===== src/rtl/load_store_unit_pkg.sv =====
// Shared definitions for the load/store unit: size and FSM encodings,
// lane geometry, and alignment / lane-mask helpers.
package load_store_unit_pkg;

  localparam int NUM_LANES = 8;
  localparam int VEC_W     = 8;

  typedef enum logic [1:0] {
    SZ_B = 2'b00,
    SZ_H = 2'b01,
    SZ_W = 2'b10,
    SZ_D = 2'b11
  } size_e;

  typedef enum logic [1:0] {
    ST_IDLE = 2'b00,
    ST_RD   = 2'b01,
    ST_WR   = 2'b10,
    ST_RESP = 2'b11
  } state_e;

  typedef struct packed {
    logic        write;
    size_e       size;
    logic        uns;
    logic [63:0] addr;
  } lsu_req_t;

  function automatic logic misaligned(size_e sz, logic [2:0] off);
    logic m;
    case (sz)
      SZ_H:    m = off[0];
      SZ_W:    m = |off[1:0];
      SZ_D:    m = |off;
      default: m = 1'b0;
    endcase
    return m;
  endfunction

  // Byte lanes touched by an access of the given size starting at lane off.
  function automatic logic [NUM_LANES-1:0] lane_mask(size_e sz, logic [2:0] off);
    logic [NUM_LANES-1:0] base;
    case (sz)
      SZ_B:    base = 8'h01;
      SZ_H:    base = 8'h03;
      SZ_W:    base = 8'h0F;
      default: base = 8'hFF;
    endcase
    return base << off;
  endfunction

  function automatic logic [31:0] sat_inc(logic [31:0] v);
    return (v == 32'hFFFF_FFFF) ? v : v + 32'd1;
  endfunction

endpackage


===== src/rtl/load_store_unit_if.sv =====
// Pipeline request/response handshake plus the Data_Memory initiator port.
// slave = the load/store unit, master = pipeline and memory side.
interface load_store_unit_if;
  logic        req_valid;
  logic        req_ready;
  logic        req_write;
  logic [1:0]  req_size;
  logic        req_unsigned;
  logic [63:0] req_addr;
  logic [63:0] req_wdata;
  logic        resp_valid;
  logic        resp_ready;
  logic [63:0] resp_rdata;
  logic        resp_err;
  logic        MemRead;
  logic        MemWrite;
  logic [63:0] addr;
  logic [63:0] write_data;
  logic [63:0] read_data;
  logic [31:0] stat_ld;
  logic [31:0] stat_st;
  logic [31:0] stat_err;

  modport slave (
    input  req_valid, req_write, req_size, req_unsigned, req_addr, req_wdata,
    input  resp_ready, read_data,
    output req_ready, resp_valid, resp_rdata, resp_err,
    output MemRead, MemWrite, addr, write_data,
    output stat_ld, stat_st, stat_err
  );

  modport master (
    output req_valid, req_write, req_size, req_unsigned, req_addr, req_wdata,
    output resp_ready, read_data,
    input  req_ready, resp_valid, resp_rdata, resp_err,
    input  MemRead, MemWrite, addr, write_data,
    input  stat_ld, stat_st, stat_err
  );
endinterface


===== src/rtl/load_store_unit_lane_align.sv =====
// Combinational byte-lane datapath: load extract + sign/zero extend, and
// store merge of right-justified data into a sampled doubleword.
module lsu_lane_align
  import load_store_unit_pkg::*;
(
  input  logic [NUM_LANES-1:0][VEC_W-1:0] rdata,
  input  size_e                           size,
  input  logic                            is_unsigned,
  input  logic [2:0]                      offset,
  input  logic [NUM_LANES-1:0][VEC_W-1:0] wdata,
  output logic [63:0]                     ld_data,
  output logic [NUM_LANES-1:0][VEC_W-1:0] st_data
);

  logic [5:0]                      sh;
  logic [63:0]                     shifted;
  logic [NUM_LANES-1:0][VEC_W-1:0] wshift;
  logic [NUM_LANES-1:0]            mask;

  assign sh      = {offset, 3'b000};
  assign shifted = rdata >> sh;
  assign wshift  = wdata << sh;
  assign mask    = lane_mask(size, offset);

  for (genvar i = 0; i < NUM_LANES; i++) begin : g_lane
    assign st_data[i] = mask[i] ? wshift[i] : rdata[i];
  end

  always_comb begin
    ld_data = shifted;
    case (size)
      SZ_B:    ld_data = {{56{~is_unsigned & shifted[7]}},  shifted[7:0]};
      SZ_H:    ld_data = {{48{~is_unsigned & shifted[15]}}, shifted[15:0]};
      SZ_W:    ld_data = {{32{~is_unsigned & shifted[31]}}, shifted[31:0]};
      default: ld_data = shifted;
    endcase
  end

endmodule


===== src/rtl/load_store_unit.sv =====
// Load/store unit: one request at a time, doubleword memory access with RMW
// for narrow stores. Define LSU_STATS_EN to build the saturating stat counters.
module load_store_unit
  import load_store_unit_pkg::*;
#(
  parameter int RD_LAT = 1
) (
  input  logic               clk,
  input  logic               rst,
  load_store_unit_if.slave   bus
);

  localparam int CW = $clog2(RD_LAT + 2);

  state_e        state_q, state_d;
  lsu_req_t      req_q;
  logic [CW-1:0] cnt_q;
  logic [63:0]   rdata_q, wdata_q;
  logic          err_q;
  logic          accept, mis, rd_last;
  logic [63:0]   ld_ext, st_merge;

  assign accept  = bus.req_valid && (state_q == ST_IDLE);
  assign mis     = misaligned(size_e'(bus.req_size), bus.req_addr[2:0]);
  assign rd_last = (state_q == ST_RD) && (cnt_q == CW'(RD_LAT));

  lsu_lane_align u_align (
    .rdata       (bus.read_data),
    .size        (req_q.size),
    .is_unsigned (req_q.uns),
    .offset      (req_q.addr[2:0]),
    .wdata       (wdata_q),
    .ld_data     (ld_ext),
    .st_data     (st_merge)
  );

  always_ff @(posedge clk or posedge rst) begin
    if (rst) begin
      state_q <= ST_IDLE;
      req_q   <= '0;
      cnt_q   <= '0;
      rdata_q <= '0;
      wdata_q <= '0;
      err_q   <= 1'b0;
    end else begin
      state_q <= state_d;
      if (accept) begin
        req_q   <= '{write: bus.req_write, size: size_e'(bus.req_size),
                     uns: bus.req_unsigned, addr: bus.req_addr};
        err_q   <= mis;
        rdata_q <= '0;
        cnt_q   <= '0;
        if (bus.req_write) wdata_q <= bus.req_wdata;
      end
      if (state_q == ST_RD) begin
        cnt_q <= cnt_q + 1'b1;
        // Last MemRead edge: read_data is valid, commit extract or merge.
        if (rd_last) begin
          if (req_q.write) wdata_q <= st_merge;
          else             rdata_q <= ld_ext;
        end
      end
    end
  end

  always_comb begin
    state_d = state_q;
    case (state_q)
      ST_IDLE: if (accept) begin
        if (mis)                                         state_d = ST_RESP;
        else if (bus.req_write && bus.req_size == SZ_D)  state_d = ST_WR;
        else                                             state_d = ST_RD;
      end
      ST_RD:   if (rd_last) state_d = req_q.write ? ST_WR : ST_RESP;
      ST_WR:   state_d = ST_RESP;
      ST_RESP: if (bus.resp_ready) state_d = ST_IDLE;
      default: state_d = ST_IDLE;
    endcase
  end

  always_comb begin
    bus.req_ready  = 1'b0;
    bus.resp_valid = 1'b0;
    bus.resp_err   = 1'b0;
    bus.resp_rdata = '0;
    bus.MemRead    = 1'b0;
    bus.MemWrite   = 1'b0;
    case (state_q)
      ST_IDLE: bus.req_ready = 1'b1;
      ST_RD:   bus.MemRead   = 1'b1;
      ST_WR:   bus.MemWrite  = 1'b1;
      ST_RESP: begin
        bus.resp_valid = 1'b1;
        bus.resp_err   = err_q;
        bus.resp_rdata = rdata_q;
      end
      default: ;
    endcase
  end

  assign bus.addr       = {req_q.addr[63:3], 3'b000};
  assign bus.write_data = wdata_q;

`ifdef LSU_STATS_EN
  logic [31:0] ld_cnt_q, st_cnt_q, err_cnt_q;
  logic        done;

  assign done = (state_q == ST_RESP) && bus.resp_ready;

  always_ff @(posedge clk or posedge rst) begin
    if (rst) begin
      ld_cnt_q  <= '0;
      st_cnt_q  <= '0;
      err_cnt_q <= '0;
    end else if (done) begin
      if (err_q)            err_cnt_q <= sat_inc(err_cnt_q);
      else if (req_q.write) st_cnt_q  <= sat_inc(st_cnt_q);
      else                  ld_cnt_q  <= sat_inc(ld_cnt_q);
    end
  end

  assign bus.stat_ld  = ld_cnt_q;
  assign bus.stat_st  = st_cnt_q;
  assign bus.stat_err = err_cnt_q;
`else
  assign bus.stat_ld  = '0;
  assign bus.stat_st  = '0;
  assign bus.stat_err = '0;
`endif

endmodule


===== src/flat_wrapper.sv =====
// flat-port wrapper written by rule: the top's interface ports become plain ports
module load_store_unit_flat import load_store_unit_pkg::*;
#(
  parameter int RD_LAT = 1
)
  (clk, rst, bus_req_valid, bus_req_write, bus_req_size, bus_req_unsigned, bus_req_addr, bus_req_wdata, bus_resp_ready, bus_read_data, bus_req_ready, bus_resp_valid, bus_resp_rdata, bus_resp_err, bus_MemRead, bus_MemWrite, bus_addr, bus_write_data, bus_stat_ld, bus_stat_st, bus_stat_err);
  load_store_unit_if bus_i ();
  input  logic clk;
  input  logic rst;
  input wire logic [$bits(bus_i.req_valid)-1:0] bus_req_valid;
  input wire logic [$bits(bus_i.req_write)-1:0] bus_req_write;
  input wire logic [$bits(bus_i.req_size)-1:0] bus_req_size;
  input wire logic [$bits(bus_i.req_unsigned)-1:0] bus_req_unsigned;
  input wire logic [$bits(bus_i.req_addr)-1:0] bus_req_addr;
  input wire logic [$bits(bus_i.req_wdata)-1:0] bus_req_wdata;
  input wire logic [$bits(bus_i.resp_ready)-1:0] bus_resp_ready;
  input wire logic [$bits(bus_i.read_data)-1:0] bus_read_data;
  output wire logic [$bits(bus_i.req_ready)-1:0] bus_req_ready;
  output wire logic [$bits(bus_i.resp_valid)-1:0] bus_resp_valid;
  output wire logic [$bits(bus_i.resp_rdata)-1:0] bus_resp_rdata;
  output wire logic [$bits(bus_i.resp_err)-1:0] bus_resp_err;
  output wire logic [$bits(bus_i.MemRead)-1:0] bus_MemRead;
  output wire logic [$bits(bus_i.MemWrite)-1:0] bus_MemWrite;
  output wire logic [$bits(bus_i.addr)-1:0] bus_addr;
  output wire logic [$bits(bus_i.write_data)-1:0] bus_write_data;
  output wire logic [$bits(bus_i.stat_ld)-1:0] bus_stat_ld;
  output wire logic [$bits(bus_i.stat_st)-1:0] bus_stat_st;
  output wire logic [$bits(bus_i.stat_err)-1:0] bus_stat_err;
  assign bus_i.req_valid = bus_req_valid;
  assign bus_i.req_write = bus_req_write;
  assign bus_i.req_size = bus_req_size;
  assign bus_i.req_unsigned = bus_req_unsigned;
  assign bus_i.req_addr = bus_req_addr;
  assign bus_i.req_wdata = bus_req_wdata;
  assign bus_i.resp_ready = bus_resp_ready;
  assign bus_i.read_data = bus_read_data;
  assign bus_req_ready = bus_i.req_ready;
  assign bus_resp_valid = bus_i.resp_valid;
  assign bus_resp_rdata = bus_i.resp_rdata;
  assign bus_resp_err = bus_i.resp_err;
  assign bus_MemRead = bus_i.MemRead;
  assign bus_MemWrite = bus_i.MemWrite;
  assign bus_addr = bus_i.addr;
  assign bus_write_data = bus_i.write_data;
  assign bus_stat_ld = bus_i.stat_ld;
  assign bus_stat_st = bus_i.stat_st;
  assign bus_stat_err = bus_i.stat_err;
  load_store_unit #(.RD_LAT(RD_LAT)) u_core (.clk(clk), .rst(rst), .bus(bus_i));
endmodule

===== config.mk =====
export PLATFORM = sky130hd
export DESIGN_NAME = load_store_unit_flat
export DESIGN_NICKNAME = d
export VERILOG_FILES = /design/src/rtl/load_store_unit_pkg.sv /design/src/rtl/load_store_unit_if.sv /design/src/rtl/load_store_unit_lane_align.sv /design/src/rtl/load_store_unit.sv /design/src/flat_wrapper.sv
export SDC_FILE = /design/constraint.sdc
export NUM_CORES = 1
export LEC_CHECK = 0
export ABC_AREA = 1
export CAP_MARGIN = 20
export CORE_ASPECT_RATIO = 0.7
export CORE_MARGIN = 5
export CORE_UTILIZATION = 43
export CTS_CLUSTER_SIZE = 10
export DETAILED_ROUTE_END_ITERATION = 16
export PLACE_DENSITY = 0.79
export SYNTH_ARGS = -nofsm -noshare
export SYNTH_HDL_FRONTEND = slang
export SYNTH_SLANG_ARGS = --single-unit

===== constraint.sdc =====
create_clock -name clk -period 6.2 [get_ports clk]
set_input_delay 1.24 -clock clk [delete_from_list [all_inputs] [get_ports clk]]
set_output_delay 1.24 -clock clk [all_outputs]
set_load 0.02 [all_outputs]

==> key figures, run 1 <==
Floorplan
  – Die Y-Extent: 165 µm
  – Core box area: 33600 µm²
  – Number of rows in the core area: 56
  – Num ports: 493
  – Initial core utilization: 43.7%
  – Die Footprint: 38000 µm²
  – Die boundary width: 231 µm

Timing
  – Final period demand of the worst path: 3.93 ns
  – Worst setup skew after layout: 0.0141 ns
  – Transition time of the tightest slew-check pin: 1.03 ns
  – Number of failing setup endpoints in the final timing report: 0
  – Final setup TNS: 0 ns
  – Period utilisation layout: 63.4%
  – Final Hold Vio Count: 0
  – PnR worst setup slack: 2.27 ns
  – Final-layout worst hold slack: 0.476 ns
  – F_max: 255 MHz
  – Headroom to the max-slew limit: 31.1%
  – Fin. max-slew vios: 0
  – Unrepaired setup endpoints after global routing: false

Power and ir drop
  – Power consumption: 9.91 mW
  – Power density cells: 536 nW/µm²
  – Reported leakage power: 9.49 nW
  – Worst supply voltage drop on vdd: 0.000318 V

Global routing
  – Vias in the first global route: 14500
  – Total grt overflow: 0
  – Global Route Usage Sum: 28.9%
  – Largest net degree at the start of global routing: 146
  – First-pass GRT wire length: 86300 µm
  – Initial antenna violation count: 2

Clocking
  – Register clock-pin slew on the reported worst setup and hold paths: 0.06 ns
  – Hold-fix buffers, CTS: 0
  – Library cell used as clock root buffer: clkbuf_16
  – Post-CTS setup-driven buffer insertion count: 0
  – Clock tree buffer depth: 3
  – Post-cts resize count: 0
  – TritonCTS buffer count: 24
  – Clock Latency Late Sink: 0.55 ns
  – Clock tree from TritonCTS: done
  – Clock Sink Count: 201
  – H-Tree Depth: 1

Place
  – Port-buffer cells: 393
  – Placement-stage worst setup slack: 1.94 ns
  – Final HPWL from detailed placement: 43700 µm
  – Gp weighted congestion: 0.997
  – Number of cells after detailed placement: 2929

Flow run
  – Maximum Capacitance Violations: 0

Setup path
  – Signal arrival time at the worst endpoint: 2.69 ns
  – Classification of the worst setup path: flip-flop to output port
  – Max Fanout on Critical Path: 49
  – Crit path required time: 4.96 ns
  – Capturing element type of the critical path: output port
  – Type of origin of the critical path: flip-flop
  – Number of cells on the worst reg-to-reg path: 9

Synth
  – Number of unique standard cell types used by synthesis: 42
  – Number of instances in the synthesized netlist: 2276
  – Post-synthesis cell area: 14700 µm²
  – Warnings from Yosys: 0
  – Area fraction of the dominant cell type after synthesis: 34.2%
  – Most used flip-flop cell after synthesis: dfrtp_1
  – Top-count cell post-synth: nand2_1
  – Fraction of the yosys area taken by sequential cells: 34.2%
  – Synth Area per Inst: 6.45 µm²
  – Synth top area cells: dfrtp_1 34%, nand2_1 21%, buf_4 9.0%
  – Top cell types by occurrence after synthesis: 826 x nand2_1, 248 x inv_1, 201 x dfrtp_1
  – Number of flops mapped to enable cells by yosys: 0
  – Biggest area consumer among synthesized cells: dfrtp_1
  – Share of synthesized flip-flops with an asynchronous set or reset: 100%
  – Flip-flop and latch count after synthesis: 201

Final layout
  – Filler Cells Inserted: 3277
  – Relative area change from synthesis to final layout: 26.0%
  – Post-layout net count: 2726
  – Fraction of final layout cells with drive strength greater than 1: 3.72%
  – Final Non-Filler Cells: 2962

Routing
  – Initial DRC Count: 2200
  – Wirelength per Cell: 19.8 µm
  – Detailed-routing iteration count for the pre-antenna-repair pass: 6
  – Number of vias after detailed routing: 15700
  – DRC Markers: 0
  – Wirelength, routed: 58600 µm
  – Post-DR vias/cell: 5.29
  – Number of nets with antenna violations after routing: 0

Min path
  – Hold Path Stages: 1
  – Hold/Removal Path Class: flip-flop to flip-flop

Status
  – Run status: finished clean
[cells in the final DEF (no fill, tap or decap), types with 25 or more instances in the layout]
cell type,synthesis,final
inv_1,248,246
a21oi_1,94,94
conb_1,1,99
nand2_1,826,825
nand3_1,103,103
o21ai_0,162,162
o21ai_1,77,77
o211ai_1,39,39
dfrtp_1,201,199
clkdlybuf4s50_1,0,393
nor2_1,150,150
clkbuf_16,0,25
[stage by stage]
step	instance area, µm²	utilization (%)
after CTS	18500	55.0
after floorplan	15100	-
after global routing	18500	55.0
after global placement	17800	52.9
final	18500	55.0
after detailed placement	17800	52.9
[power breakdown]
| part | switching [mW] | total [mW] | internal [mW] |
|---|---|---|---|
| Combinational | 3.96 | 6.08 | 2.13 |
| Clock | 0.566 | 1.33 | 0.761 |
| Sequential | 0.586 | 2.50 | 1.92 |
[layout make-up]
class | instances | area [µm²] | share of cell area, %
multi-input combinational | 1621 | 7150 | 38.7
sequential | 201 | 5030 | 27.2
timing repair buffer | 411 | 4090 | 22.1
inverter | 262 | 990 | 5.35
antenna | 1 | 2.50 | 0.0135
tap | 435 | 544 | 2.94
clock buffer | 31 | 688 | 3.72
[flip-flops by register name (all words and copies together), names as in the netlist]
signal                 flops
u_core.req_q               7
u_core.bus.write_data     64
u_core.err_q               1
u_core.state_q             2
u_core.cnt_q               2
u_core.bus.addr           61
u_core.rdata_q            64
[path summary, 6_finish.rpt]
| path | startpoint | endpoint | slack, ns |
|---|---|---|---|
| worst min register to register | u_core.cnt_q[0] | u_core.cnt_q[0] | 0.48 |
| max in group asynchronous | rst | u_core.bus.write_data[43] | 4.08 |
| worst max-delay path | u_core.state_q[0] | bus_resp_rdata[53] | 2.27 |
| worst min-delay path | u_core.cnt_q[0] | u_core.cnt_q[0] | 0.48 |
| min in group asynchronous | rst | u_core.bus.addr[62] | 0.95 |
| worst max register to register | u_core.req_q[0] | u_core.bus.write_data[50] | 2.59 |
[critical path: stages, from the launching register on]
cell and delay [ns]:
dfrtp_1 0.38, ha_2 0.43, buf_4 0.47, nand2_1 0.14
inv_1 0.10, clkdlybuf4s50_1 0.61
[per-layer routing]
layer  global-route usage (%)  share of wire [%]  vias to the layer above
met1                     39.8                 40                     7270
met4                     8.37                3.0                        2
li1                         -                  -                     7314
met5                        0              0.019                        -
met2                     43.6                 44                      955
met3                     9.97                 13                      126
[logic make-up (layout without fill, tap and decap cells)]
family / after synthesis / count (layout) / synth area share, %
AND/OR/NAND/NOR: 1112 / 1112 / 30.5
adder cells (fa/ha/maj): 5 / 5 / 0.426
buffers and inverters: 552 / 704 / 19.7
flip-flops: 201 / 201 / 34.2
other: 1 / 100 / 0.0255
multiplexers: 2 / 2 / 0.136
AO/OA/AOI/OAI: 403 / 403 / 15.0
(Power assumes the default switching activity.)
==> run 2, diff against run 1 <==
==> constraint.sdc (replaced) <==
create_clock -name clk -period 3.3 [get_ports clk]
set_input_delay 0.66 -clock clk [delete_from_list [all_inputs] [get_ports clk]]
set_output_delay 0.66 -clock clk [all_outputs]
set_load 0.02 [all_outputs]
==> key figures, run 2 (synthesized netlist as in run 1, its figures left out) <==
Setup path
  – Family with the most delay on the worst path: buffers and inverters
  – Capturing element type of the critical path: output port
  – Ordered list of cells on the worst path: ha_2 -> buf_6 -> nand2_1 -> inv_1 -> clkdlybuf4s50_1
  – Max Fanout on Critical Path: 67
  – Type of origin of the critical path: flip-flop
  – Crit path required time: 2.64 ns
  – Signal arrival time at the worst endpoint: 2.36 ns
  – Critical Path Slowest Stage Cell: clkdlybuf4s50_1
  – WP buf/inv: 3
  – Largest stage delay on the critical path: 0.62 ns
  – Classification of the worst setup path: flip-flop to output port
  – Register-to-Register Setup Slack: 0.48 ns

Place
  – Placed instance area: 18000 µm²
  – Final HPWL from detailed placement: 46300 µm
  – Port-buffer cells: 393
  – Gp weighted congestion: 1.02

Global routing
  – First-pass GRT wire length: 90100 µm
  – Largest net degree at the start of global routing: 108
  – Initial antenna violation count: 1
  – Global Route Usage Sum: 30.4%
  – Total grt overflow: 0
  – Vias in the first global route: 15100

Timing
  – Final Hold Vio Count: 0
  – F_max: 332 MHz
  – Final-layout worst hold slack: 0.478 ns
  – Number of failing setup endpoints in the final timing report: 0
  – Worst setup skew after layout: 0.0125 ns
  – Period utilisation layout: 91.4%
  – Transition time of the tightest slew-check pin: 1.08 ns
  – Fin. max-slew vios: 0
  – Final setup TNS: 0 ns
  – Unrepaired setup endpoints after global routing: false
  – Headroom to the max-slew limit: 28.0%
  – Final period demand of the worst path: 3.02 ns

Floorplan
  – Core box area: 33600 µm²
  – Num ports: 493
  – Initial core utilization: 43.7%
  – Die Y-Extent: 165 µm
  – Number of rows in the core area: 56
  – Die boundary width: 231 µm
  – Die Footprint: 38000 µm²

Routing
  – Number of vias after detailed routing: 15900
  – Initial DRC Count: 2131
  – Detailed-routing iteration count for the pre-antenna-repair pass: 7
  – Wirelength per Cell: 20.4 µm
  – DRC Markers: 0
  – Wirelength, routed: 60800 µm
  – Post-DR vias/cell: 5.33
  – Number of nets with antenna violations after routing: 0

Final layout
  – Post-layout net count: 2748
  – Ant diodes: 0
  – Most common cell after layout, fill and taps aside: nand2_1
  – Top library cells by usage in the layout, fill and taps aside: 825 x nand2_1, 393 x clkdlybuf4s50_1, 246 x inv_1
  – Fraction of final layout cells with drive strength greater than 1: 4.47%
  – Filler Cells Inserted: 3258
  – Post-layout instance area: 18700 µm²
  – Relative area change from synthesis to final layout: 27.4%

Clocking
  – Clock tree buffer depth: 3
  – Register clock-pin slew on the reported worst setup and hold paths: 0.05 ns
  – Post-cts resize count: 0
  – TritonCTS buffer count: 24
  – H-Tree Depth: 1
  – Hold-fix buffers, CTS: 0
  – Clock Sink Count: 201
  – Library cell used as clock root buffer: clkbuf_16
  – Clock Latency Late Sink: 0.54 ns
  – Post-CTS setup-driven buffer insertion count: 0
  – Clock tree from TritonCTS: done

Power and ir drop
  – Reported leakage power: 9.60 nW
  – Power consumption: 19.0 mW
  – Worst supply voltage drop on vdd: 0.000598 V
  – Power density cells: 1010 nW/µm²

Min path
  – Hold/Removal Path Class: flip-flop to flip-flop

Status
  – Run status: finished clean

Flow run
  – Maximum Capacitance Violations: 0
run 2: cell count changes in the layout (fill, tap and decap cells not counted), sizes merged:
cell    before  now
buf         18   40
diode        1    0
clkbuf      31   32
run 2: per-stage QoR:
stage          utilization, %  std cells  setup slack, ns
2_1_floorplan               -       2374           0.0377
3_3_place_gp             53.6       2952            0.580
3_5_place_dp             53.6       2952            0.658
4_1_cts                  55.6       2984            0.107
5_1_grt                  55.6       2984            0.124
6_report                 55.6       2984            0.284
run 2: area by class of cell:
cell class	instances	area (µm²)	share of cell area (%)
tap	435	544	2.91
timing repair buffer	433	4310	23.1
multi-input combinational	1621	7150	38.2
inverter	262	990	5.29
sequential	201	5030	26.9
clock buffer	32	672	3.59
run 2: routing by layer:
metal,share of wire [%],GRT usage (%),vias up
met4,3.2,8.50,2
met5,0.021,0,-
li1,-,-,7370
met2,43,45.4,976
met3,13,11.9,152
met1,41,41.4,7412
run 2: tightest hold or removal path, stage by stage (launching register included):
cell and delay [ns]:
dfrtp_1 0.34, nand2_1 0.05, nand2_1 0.05
run 2: path summary, 6_finish.rpt:
check	startpoint	end	cells after the start
worst max-delay path	u_core.state_q[0]	bus_resp_rdata[0]	5
worst min register to register	u_core.bus.addr[61]	u_core.bus.addr[61]	2
worst max register to register	u_core.req_q[0]	u_core.bus.write_data[39]	9
min in group asynchronous	rst	u_core.state_q[1]	2
worst min-delay path	u_core.bus.addr[61]	u_core.bus.addr[61]	2
max in group asynchronous	rst	u_core.bus.addr[52]	3
run 2: power by group:
part	total, mW	switching (mW)	internal, mW
combinational	11.9	7.75	4.16
sequential	4.62	1.01	3.61
clock	2.46	1.07	1.39
